==> src/rtl/nibble_serial_add_ctrl.sv <==
// Wide add/subtract sequenced through one 4-bit ripple slice,
// one nibble per clock, least significant nibble first.
module nibble_add4 (
  input  logic [3:0] A,
  input  logic [3:0] B,
  input  logic       Cin,
  output logic [3:0] S,
  output logic       Cout
);

  logic [4:0] w_c;

  assign w_c[0] = Cin;

  for (genvar i = 0; i < 4; i++) begin : g_bit
    assign S[i]     = A[i] ^ B[i] ^ w_c[i];
    assign w_c[i+1] = (A[i] & B[i]) | (w_c[i] & (A[i] ^ B[i]));
  end

  assign Cout = w_c[4];

endmodule

module nibble_serial_add_ctrl #(
  parameter int NIBBLES = 4
) (
  input  logic                 clk,
  input  logic                 rst_n,
  input  logic                 start,
  input  logic                 sub,
  input  logic [4*NIBBLES-1:0] a,
  input  logic [4*NIBBLES-1:0] b,
  output logic                 busy,
  output logic                 done,
  output logic [4*NIBBLES-1:0] sum,
  output logic                 cout,
  output logic                 overflow
);

  localparam int W  = 4 * NIBBLES;
  localparam int IW = (NIBBLES > 1) ? $clog2(NIBBLES) : 1;

  // busy and done are the state bits themselves
  localparam logic [1:0] S_IDLE = 2'b00;
  localparam logic [1:0] S_RUN  = 2'b01;
  localparam logic [1:0] S_DONE = 2'b10;

  logic [1:0]    r_state;
  logic [W-1:0]  r_a;
  logic [W-1:0]  r_b;
  logic [W-1:0]  r_work;
  logic          r_carry;
  logic [IW-1:0] r_idx;
  logic [W-1:0]  r_sum;
  logic          r_cout;
  logic          r_ovf;

  logic [3:0]    w_a_nib;
  logic [3:0]    w_b_nib;
  logic [3:0]    w_s;
  logic          w_co;
  logic          w_last;
  logic [W-1:0]  w_work_nx;
  logic          w_ovf;

  assign w_a_nib = r_a[4*r_idx +: 4];
  assign w_b_nib = r_b[4*r_idx +: 4];
  assign w_last  = (r_idx == IW'(NIBBLES - 1));

  nibble_add4 u_slice (
    .A    (w_a_nib),
    .B    (w_b_nib),
    .Cin  (r_carry),
    .S    (w_s),
    .Cout (w_co)
  );

  always_comb begin
    w_work_nx = r_work;
    w_work_nx[4*r_idx +: 4] = w_s;
  end

  assign w_ovf = (r_a[W-1] == r_b[W-1]) &&
                 (w_work_nx[W-1] != r_a[W-1]);

  always_ff @(posedge clk or negedge rst_n) begin
    if (!rst_n) begin
      r_state <= S_IDLE;
      r_a     <= '0;
      r_b     <= '0;
      r_work  <= '0;
      r_carry <= 1'b0;
      r_idx   <= '0;
      r_sum   <= '0;
      r_cout  <= 1'b0;
      r_ovf   <= 1'b0;
    end else begin
      case (r_state)
        S_IDLE: begin
          if (start) begin
            r_a     <= a;
            r_b     <= sub ? ~b : b;
            r_carry <= sub;
            r_idx   <= '0;
            r_work  <= '0;
            r_state <= S_RUN;
          end
        end
        S_RUN: begin
          r_work  <= w_work_nx;
          r_carry <= w_co;
          if (w_last) begin
            r_idx   <= '0;
            r_sum   <= w_work_nx;
            r_cout  <= w_co;
            r_ovf   <= w_ovf;
            r_state <= S_DONE;
          end else begin
            r_idx <= r_idx + 1'b1;
          end
        end
        S_DONE: r_state <= S_IDLE;
        default: r_state <= S_IDLE;
      endcase
    end
  end

  assign busy     = r_state[0];
  assign done     = r_state[1];
  assign sum      = r_sum;
  assign cout     = r_cout;
  assign overflow = r_ovf;

endmodule

==> config.mk <==
export PLATFORM = sky130hd
export DESIGN_NAME = nibble_serial_add_ctrl
export DESIGN_NICKNAME = d
export VERILOG_FILES = /design/src/rtl/nibble_serial_add_ctrl.sv
export SDC_FILE = /design/constraint.sdc
export NUM_CORES = 1
export LEC_CHECK = 0
export CAP_MARGIN = 20
export CORE_MARGIN = 2
export CORE_UTILIZATION = 45
export CTS_BUF_LIST = sky130_fd_sc_hd__clkbuf_16
export DETAILED_ROUTE_END_ITERATION = 8
export DONT_BUFFER_PORTS = 1
export GPL_ROUTABILITY_DRIVEN = 0
export MAX_ROUTING_LAYER = met4
export SLEW_MARGIN = 20
export SYNTH_ARGS = -nofsm -noshare
export SYNTH_HDL_FRONTEND = slang
export SYNTH_SLANG_ARGS = --single-unit
==> constraint.sdc <==
create_clock -name clk -period 3.8 [get_ports clk]
set_input_delay 0.76 -clock clk [delete_from_list [all_inputs] [get_ports clk]]
set_output_delay 0.76 -clock clk [all_outputs]
set_load 0.02 [all_outputs]
# == Word-level counts from Yosys, hierarchy flattened ==
# Cells that the tools add are included.
# word_totals
in_bits,36
output_inout_bits,20
reg_bits,71
# op_classes
n_eq_ne,6
n_addsub,2
reduce_logical,7
bitwise_logic,21
n_mux,12
shifts,4
# op_table
operator,count
$neg 4->34,1
$shift 4x34->16 const A,1
$shiftx 4x34->16,1
$mux 16,2
$pmux 16 s2,1
$shiftx 16x5->4,2
$bwmux 16,1
$not 16->16,1
$and 1x1->1,8
$mux 2,4
$pmux 2 s2,2
$reduce_and 2->1,4
$xor 1x1->1,8
$ne 2x2->1 const B,2
$or 1x1->1,4
$add 2x1->2 const B,1
$eq 2x1->1 const B,1
$eq 2x2->1 const B,1
$logic_not 2->1,1
$pmux 1 s2,1
$reduce_bool 2->1,1
$eq 1x1->1,1
$logic_and 1x1->1,1
$mux 1,1
$ne 1x1->1,1

# == Logic depth before layout (Yosys ltp) ==
# Gate-level depths: netlist of run 1.
# logic_depth
depth_word,13
depth_mapped,13
mapped_depth_nobuf,11

# == Modules after synthesis ==
# From an unflattened synthesis of run 1, not the netlist that was laid out.
# hier_totals
hier_cells,306
hier_area_um2,3540.9
# modules_own_cells
mod,area_each_um2,cells_each,seq_area_each_um2,instances
nibble_serial_add_ctrl,3423.3,292,1776.7,1
nibble_add4,117.6,14,0.0,1

# == Worst setup path after synthesis of run 1 ==
# OpenSTA, ideal clock, no wires.
# synth_timing
path_kind,flip-flop to flip-flop
startpoint,register r_idx[0]
endpoint,"register r_ovf, in the netlist overflow"
stages_incl_launch_ff,14
path_slack_ps,641
required_ps,3731
setup_time_ps,69
t_arrival_ps,3090
synth_period_minus_slack_ps,3159
path_cell_list,dfrtp_1 > buf_4 > mux4_2 > inv_1 > fa_1 > inv_1 > fa_1 > inv_1 > fa_1 > inv_1 > fa_1 > clkbuf_1 > a2111o_1 > nand3_1
# synth_via
elab_chain_len,13
word_cells_on_any_way,27
cone_classes,add/sub: 1; eq/ne: 2; shift: 4; mux: 1; bitwise: 17; reduce/logical: 2
# synth_lines
element,line,rtl
from (decl),53,logic [IW-1:0] r_idx;
from (signal assigned),119,r_idx <= r_idx + 1'b1;
$shiftx 16x5->4 (on tied branches),"66, 67",
$xor 1x1->1,"16, 17",
$and 1x1->1,17,assign w_c[i+1] = (A[i] & B[i]) | (w_c[i] & (A[i] ^ B[i]));
$or 1x1->1,17,
$and 1x1->1,17,
$or 1x1->1,17,
$and 1x1->1,17,
$or 1x1->1,17,
$xor 1x1->1,16,assign S[i] = A[i] ^ B[i] ^ w_c[i];
$shiftx 4x34->16,80,w_work_nx[4*r_idx +: 4] = w_s;
$bwmux 16,80,
$ne 1x1->1,84,(w_work_nx[W-1] != r_a[W-1]);
$logic_and 1x1->1,83,assign w_ovf = (r_a[W-1] == r_b[W-1]) &&
to (signal assigned),116,r_ovf <= w_ovf;
to (decl),56,logic r_ovf;
# Several ways; a longest one is shown, not always the timed one.
# A chain may end at the register's enable or synchronous reset.

# == Worst setup path in the final report of run 1 ==
# Ends and elaborated chain as after synthesis.

==> results of run 1 <==
-- synth_stat cells (2+ instances only) --
master     n  area share
dfrtp_1   71        0.51
buf_2      9       0.013
a21o_1     4      0.0086
buf_4      3      0.0065
nand2b_1   3      0.0054
nand2_1   24       0.026
ha_1       6       0.022
a32o_1     7       0.020
and4bb_2   2      0.0072
nor2_1    19       0.020
xnor2_1   16       0.040
a22o_2     3      0.0086
mux2_2    17       0.055
buf_6      2      0.0065
fa_1       4       0.023
a22o_1     6       0.015
mux4_2     8       0.052
nor2b_1   17       0.031
clkbuf_1   5      0.0054
inv_1     13       0.014
o21ai_0   17       0.024
nand3_1    2      0.0029
a21oi_1   34       0.049
-- flip-flops by register name, indices dropped and copies added (netlist names) --
| signal | cells |
|---|---|
| r_b | 16 |
| r_work | 16 |
| r_state | 2 |
| overflow | 1 |
| r_idx | 2 |
| cout | 1 |
| sum | 16 |
| r_carry | 1 |
| r_a | 16 |
-- critical path: cells and delay by family (launching register included) --
family	cells	cell delay, ns
DFF	1	0.52
buffers and inverters	3	0.39
muxes	1	0.54
adders and majority gates	3	1.16
AOI/OAI and AO/OA	1	0.42
and+or+nand+nor	1	0.07
-- metal layers --
| metal | up-vias | part of all wire |
|---|---|---|
| li1 | 1055 | - |
| met1 | 1096 | 0.47 |
| met2 | 64 | 0.46 |
| met3 | 14 | 0.049 |
| met4 | 0 | 0.022 |
| met5 | - | 0 |
-- cell type report --
type / count / area, um^2 / share of cell area
multi-input cells: 201 / 1540 / 0.404
clock inverters: 6 / 62.6 / 0.0164
well taps: 102 / 128 / 0.0334
inverters: 13 / 48.8 / 0.0128
repair buffers: 5 / 37.5 / 0.00982
clock buffers: 9 / 225 / 0.0589
flip-flops and latches: 71 / 1780 / 0.465
-- power by group through the flow --
stage / clock network (mW) / logic, mW / registers [mW]
after floorplan: 0 / 1.30 / 1.33
after global placement: 0 / 1.66 / 1.44
after detailed placement: 0 / 1.69 / 1.45
after CTS: 0.827 / 1.69 / 1.44
after global routing: 0.862 / 1.88 / 1.48
final: 0.817 / 1.68 / 1.43
-- logic make-up (layout without fill, tap and decap cells) --
group	after synthesis	count (layout)
AO/OA/AOI/OAI	75	75
adder cells (fa/ha/maj)	10	10
multiplexers	26	26
XOR/XNOR	16	16
buffers and inverters	34	33
AND/OR/NAND/NOR	74	74
flip-flops	71	71
-- through the flow --
step / hold slack (ns) / util / setup WS, ns
after floorplan: 0.450 / - / 0.641
final: 0.120 / 0.502 / 0.615
after global routing: 0.106 / 0.502 / 0.369
after global placement: 0.466 / 0.465 / 0.656
after detailed placement: 0.466 / 0.465 / 0.593
after CTS: 0.114 / 0.502 / 0.567
-- cell usage in the layout, fill, tap and decap left out, drive strengths merged --
cell and instances:
mux2i 1, a22oi 1, a32o 7, and4b 1
inv 13, a21o 4, mux2 17, dfrtp 71
o21bai 1, mux4 8, ha 6, nand3b 1
and3b 1, a21oi 34, o31ai 1, nand2 24
and4bb 3, a22o 9, nor3b 1, nand2b 3
a2111o 1, nor4b 1, clkinvlp 3, nand4 1
buf 5, fa 4, clkbuf 9, nor2b 17
nor2 19, clkinv 2, bufinv 1, nand3 2
xnor2 16, o21ai 17
-- worst min-delay path by stage --
stage                          to  slack [ns]
after floorplan           r_carry        0.45
after global placement     sum[2]        0.47
final                      sum[1]        0.12
after detailed placement   sum[2]        0.47
after global routing       sum[2]        0.11
after CTS                  sum[2]        0.11
==> results by stage, run 1 <==
Outcome:
- The flow ran to the end, and the final reports show no timing, DRC or antenna violations.

Placed design:
- Summed over all nets, the half-perimeter wirelength after detailed placement is 4.75 mm.
- Once placement completed, the tool counted placed cells totaling 392.
- The placed instances occupy a cell area of 3530 um^2.
- In this run the tool buffered the top-level ports with 0 buffer cells.

Pwr:
- Of the total power, combinational logic draws 0.428.
- The design draws 3.93 mW.
- The switching part of the total is 0.420.
- The peak ir drop on the vdd network is 0.000475 V.
- Of the total power, the clock network draws 0.208.
- The net switching power is 1.65 mW.
- Cell internal power was estimated by the tool at 2.28 mW.
- Of the total power, registers draw 0.364.
- For this design the static power due to leakage is 1.64 nW.
- Power spread over the standard cell area amounts to 1030 nW/um^2.

GRT:
- The remaining global-route overflow is 0.
- For this run, global-route usage on met3 was measured as 0.0419.
- The global routing usage on met1 is 0.251.
- The initial antenna violation count is 0.
- The met2 track demand over resource is 0.267.
- In the global route stage, overall resource usage came out at 0.185.
- The global-route wire length before repair is 11.6 mm.
- In this run the most used layer during global routing was met2.
- The pin count of the biggest net entering global routing is 72.
- The number of global-route vias before repair is 2261.

Worst setup path:
- The startpoint type of the worst setup path is a flop.
- The origin of the critical flop-to-flop path is r_idx[0].
- The data required time of the worst path is 4.06 ns.
- Counting stages on the worst path, the most repeated cell is fa_1.
- The stage delay of the slowest cell on the critical path is 0.61 ns.
- For flop-to-flop paths, the worst setup slack is 0.61 ns.
- The sort of element at the end of the critical path is a flop.
- The signal on the critical path passes through buf_4, mux4_2, fa_1, inv_1, fa_1, inv_1, fa_1, a2111o_1, nand3_1.
- The path type of the worst setup path is reg -> reg.
- The launch point of the critical path is r_idx[0].
- In this run the critical register-to-register path is captured at overflow.
- The arrival time of the worst setup path is 3.45 ns.
- The largest individual stage delay along the critical path comes from the cell fa_1.
- The depth of the worst register-to-register path is 9.
- Along the worst path, the maximum fanout reaches 13.
- In this run the worst setup path terminates at overflow.

Die:
- In this run the horizontal extent of the chip is 92.0 um.
- The die outline height is 92.0 um.
- The floorplan step defined a die boundary enclosing 8460 um^2.
- The area of the core region is 7610 um^2.
- The floorplan has 32 rows.
- The initial core utilization is 0.458.
- For this design the top-level I/O count stands at 56.

Synthesis:
- The proportion of synthesized area in mux cells is 0.110.
- The mapped netlist covers 3480 um^2.
- The fraction of the mapped netlist area in compound gates is 0.135.
- Of the total synthesized cell area, the portion taken by AND, OR, NAND and NOR gates is 0.112.
- After synthesis, the largest family of logic cells by area is compound AO/OA/AOI/OAI gates.
- The xor and xnor fraction of the mapped netlist area is 0.0402.
- Counting flops with an async set or reset pin after synthesis yields a share of 1.00.
- The total number of yosys warnings is 0.
- Counting flops with a built-in enable in the synthesized netlist gives 0.
- The adder and majority gate portion of the synthesized area is 0.0445.
- The fraction of the yosys area taken by sequential cells is 0.510.
- The net count of the mapped netlist is 352.
- For this run, the leading register cell type out of synthesis is dfrtp_1.
- In this run, synthesis produced a sequential element count of 71.
- The count of unique library cells instantiated by Yosys is 37.
- The average instance area after synthesis is 11.4 um^2.
- The number of cells produced by synthesis is 306.

Cells and area:
- In the final design database the tool counted 347 nets.
- From synthesis to final layout, the design area changed by 9.73%.
- Leaving out filler cells and counting taps, the final layout contains 407.
- The fraction of layout cells with a size suffix above 1 is 0.170.
- The total non-filler cell area in the finished layout is 3820 um^2.
- The antenna diode count is 0.
- The fill cell total of the finished layout is 680.

Routing:
- For this block, the routed nets add up to 6.91 mm of wire.
- The total DRC errors in the routed layout is 0.
- The final routed wire length divided by cell count is 17.0 um.
- The post-detailed-route via-to-cell ratio is 5.48.
- The total iterations of the first detailed-routing run is 4.
- The number of DRC markers in iteration 0 is 104.
- The remaining number of nets flagged by the antenna check after routing is 0.
- The via total after detailed routing is 2229.

CTS:
- The clock-pin slew of the registers on the worst-case setup and hold paths is 0.06 ns.
- Counting every sink on the clock net gives 71.
- The H-tree was split into 3 levels.
- The cell sitting at the root of the clock tree is a clkbuf_16.
- The number of cells upsized or downsized after cts is 0.
- The CTS tree is yes.
- The cts-stage hold buffer count is 0.
- Buffers inserted during clock tree synthesis total 9.
- After clock tree synthesis, the setup repair step added 0 buffers.
- The worst-case clock buffer depth is 2.
- The clock reaches the later pin of the worst-skew pair after 0.33 ns.

Hold path:
- The path class of the tightest hold or removal check is in -> async.

STA:
- The post-route clock period utilization is 0.838.
- The number of failing hold endpoints at the final stage is 0.
- Measured against its own limit, the worst slew margin works out to 0.302.
- The largest clock skew in the final design is 0.00681 ns.
- Setup repair after global routing left no endpoint under its margin.
- Setup violations remaining at the end of the flow were counted as 0.
- The transition time at the pin with the least slew margin is 1.05 ns.
- The clock period minus final worst setup slack is 3.19 ns.
- The final max-slew violation count is 0.
- The maximum clock rate is 314 MHz.
- The sum of negative setup slack is 0 ns.

Run:
- The tool flagged a number of max-cap violations equal to 0.
(Power assumes the default switching activity.)
==> inputs of run 2 (changes only) <==
==> constraint.sdc (replaced) <==
create_clock -name clk -period 2.7 [get_ports clk]
set_input_delay 0.54 -clock clk [delete_from_list [all_inputs] [get_ports clk]]
set_output_delay 0.54 -clock clk [all_outputs]
set_load 0.02 [all_outputs]
==> run 2 against run 1 <==
  * The run now ends with setup timing left
  * Largest cell class unchanged
  * Design area increased by 4.1%
  * Die area is the same
  * Highest routed layer unchanged
  * First-iteration DRC count shrank 29%
  * Core utilization is 2.1 points higher
  * Clock skew is 0.0025 ns higher
==> results by stage, run 2 (same netlist as run 1, synthesis figures left out) <==
Placed design:
- The half-perimeter wire length after detailed placement was 4.96 mm (+4.6%).
- The post-placement worst setup slack is -0.160 ns (-0.754 ns).
- The post-placement cell count is 399 (+1.8%).
- The port buffer count is 0 (unchanged).
- The total placed instance area is 3590 um^2 (+1.7%).

GRT:
- The remaining global-route overflow came to 0 (unchanged).
- The initial antenna violation count is 0 (unchanged).
- The all-layer global routing usage was 0.193 (+0.00836).
- The number of global-route vias before repair is 2353 (+4.1%).
- The pin count of the biggest net entering global routing is 72 (unchanged).
- The global-route wire length before repair is 12.0 mm (+3.6%).

Die:
- The area of the core region is 7610 um^2 (unchanged).
- The horizontal die dimension is 92.0 um (unchanged).
- The die outline height is 92.0 um (unchanged).
- The floorplan die area is 8460 um^2 (unchanged).
- The I/O pin total is 56 (unchanged).
- The initial core utilization was 0.458 (unchanged).
- The row count is 32 (unchanged).

Worst setup path:
- The maximum net fanout on the critical path is 5 (-8).
- The sort of element at the end of the critical path is a flop.
- The arrival time of the worst setup path is 3.09 ns (-0.36 ns).
- The critical path goes through mux4_2, inv_2, fa_2, inv_2, fa_2, inv_2, fa_2, inv_2, fa_2, a2111o_1, nand3_1.
- The data required time of the worst path is 2.97 ns (-1.09 ns).
- By startpoint and endpoint, the worst setup path is classified as reg -> reg.
- For this design, the slowest cell found on the critical path is fa_2.
- The stage delay of the slowest cell on the critical path was 0.46 ns (-0.15 ns).
- The startpoint type of the worst setup path is a flop.

Cells and area:
- The count of non-filler cells in the finished layout is 416 (+2.2%).
- Leaving out fill and tap cells, the most frequent cell in the layout is dfrtp_1.
- The fill cell total of the finished layout was 700 (+2.9%).
- The area growth from synthesis to layout is 14.2%.
- The total non-filler cell area in the finished layout was 3980 um^2 (+4.1%).
- The fraction of layout cells with a size suffix above 1 came to 0.252 (+0.0811).
- The final layout net count is 356 (+2.6%).
- The antenna diode count was 0 (unchanged).
- The final standard cell utilization of the core is 0.523 (+0.0206).
- Leaving out fill and tap cells, the most frequent cells in the layout are dfrtp_1, a21oi_1, nand2_1.

CTS:
- The total number of H-tree levels is 3 (unchanged).
- The number of setup buffers added after CTS is 0 (unchanged).
- The clock latency of the later-clocked register in the worst-skew pair is 0.33 ns (about the same).
- The root buffer cell chosen for the clock tree is clkbuf_16.
- The clock sink count is 71 (unchanged).
- The CTS tree is yes.
- The TritonCTS buffer count is 9 (unchanged).
- The clock-pin slew of the registers on the worst-case setup and hold paths is 0.06 ns (about the same).
- The worst-case clock buffer depth was 2 (unchanged).

Pwr:
- The total power consumption of the routed design was 6.27 mW (+60%).
- The power density over the cells is 1580 nW/um^2 (+53%).
- The leakage power figure is 1.70 nW (+3.8%).
- The peak ir drop on the vdd network is 0.000703 V (+48%).

Run:
- The number of maximum-capacitance violations came to 0 (unchanged).

Routing:
- The total DRC errors in the routed layout is 0 (unchanged).
- The wire length reported by the detailed router is 7.14 mm (+3.3%).
- The number of DRC markers in iteration 0 is 74 (-29%).
- The via total after detailed routing is 2259 (+1.3%).
- The post-detailed-route via-to-cell ratio is 5.43 (-0.85%).
- The total iterations of the first detailed-routing run is 4 (unchanged).
- The final routed wire length divided by cell count is 17.2 um (+1.1%).
- The remaining number of nets flagged by the antenna check after routing is 0 (unchanged).

STA:
- The smallest hold slack was 0.0770 ns (-0.0425 ns).
- The sum of negative setup slack was -0.700 ns (-0.700 ns).
- The final max-slew violation count is 0 (unchanged).
- The post-route clock period utilization is 1.04 (+0.205).
- The tightest slew margin relative to the limit came to 0.449 (+0.147).
- The total setup violations reported at the end of the flow is 9 (+9).
- The clock period minus final worst setup slack is 2.82 ns (-0.369 ns).
- The maximum clock rate is 355 MHz (+13%).
- Setup repair after global routing could not meet its margin everywhere.
- The largest clock skew in the final design is 0.00932 ns (+0.00251 ns).
- The post-route worst setup slack was -0.116 ns (-0.731 ns).
- The number of failing hold endpoints at the final stage is 0 (unchanged).
- The transition time at the pin with the least slew margin is 0.825 ns (-0.221 ns).

Hold path:
- The class of the worst hold path is in -> async.

Outcome:
- The flow ran to the end, but the final reports show violations.
- The final reports fail on setup timing.
## run 2: path summary, 6_finish.rpt
check / start / end / slack, ns / depth (start not counted)
min in group clk: a[11] / r_a[11] / 0.35 / 1
min: rst_n / sum[8] / 0.08 / 1
min reg2reg: r_work[3] / r_work[3] / 0.48 / 1
max in group asynchronous: rst_n / r_work[3] / 2.31 / 1
max reg2reg: r_idx[0] / overflow / -0.12 / 11
max: r_idx[0] / overflow / -0.12 / 11
## run 2: where the power goes
| part | internal (mW) | switching, mW |
|---|---|---|
| Sequential | 1.52 | 0.450 |
| Combinational | 1.39 | 1.67 |
| Clock | 0.801 | 0.437 |
## run 2: what timing repair did
action / in CTS / in global routing
setup endpoints to repair: 9 / 17
pin swaps: 1 / 0
hold endpoints to repair: 71 / 0
resized for setup: 10 / 5
cloned: 1 / 0
hold buffers: 1 / 0
## run 2: layout make-up
class	count	area, um^2	share of cell area
clock buffers	9	225	0.0566
clock inverters	6	86.3	0.0217
inverters	13	48.8	0.0123
multi-input cells	201	1580	0.397
flip-flops and latches	71	1780	0.447
well taps	102	128	0.0321
repair buffers	14	133	0.0333
## run 2: routing by layer
| layer | global-route usage | vias to the layer above | wire length [um] | share of wire |
|---|---|---|---|---|
| met2 | 0.285 | 53 | 3360 | 0.47 |
| met1 | 0.251 | 1114 | 3320 | 0.46 |
| li1 | - | 1081 | - | - |
| met3 | 0.0518 | 11 | 350 | 0.049 |
| met5 | - | - | 0 | 0 |
| met4 | 0.0871 | 0 | 116 | 0.016 |
## run 2: worst max-delay path, delay by kind of cell, from the launching register on
| kind | cells | cell delay, ns |
|---|---|---|
| adders and majority gates | 4 | 1.31 |
| and+or+nand+nor | 1 | 0.07 |
| AOI/OAI and AO/OA | 1 | 0.38 |
| muxes | 1 | 0.35 |
| buffers and inverters | 4 | 0.20 |
| DFF | 1 | 0.44 |
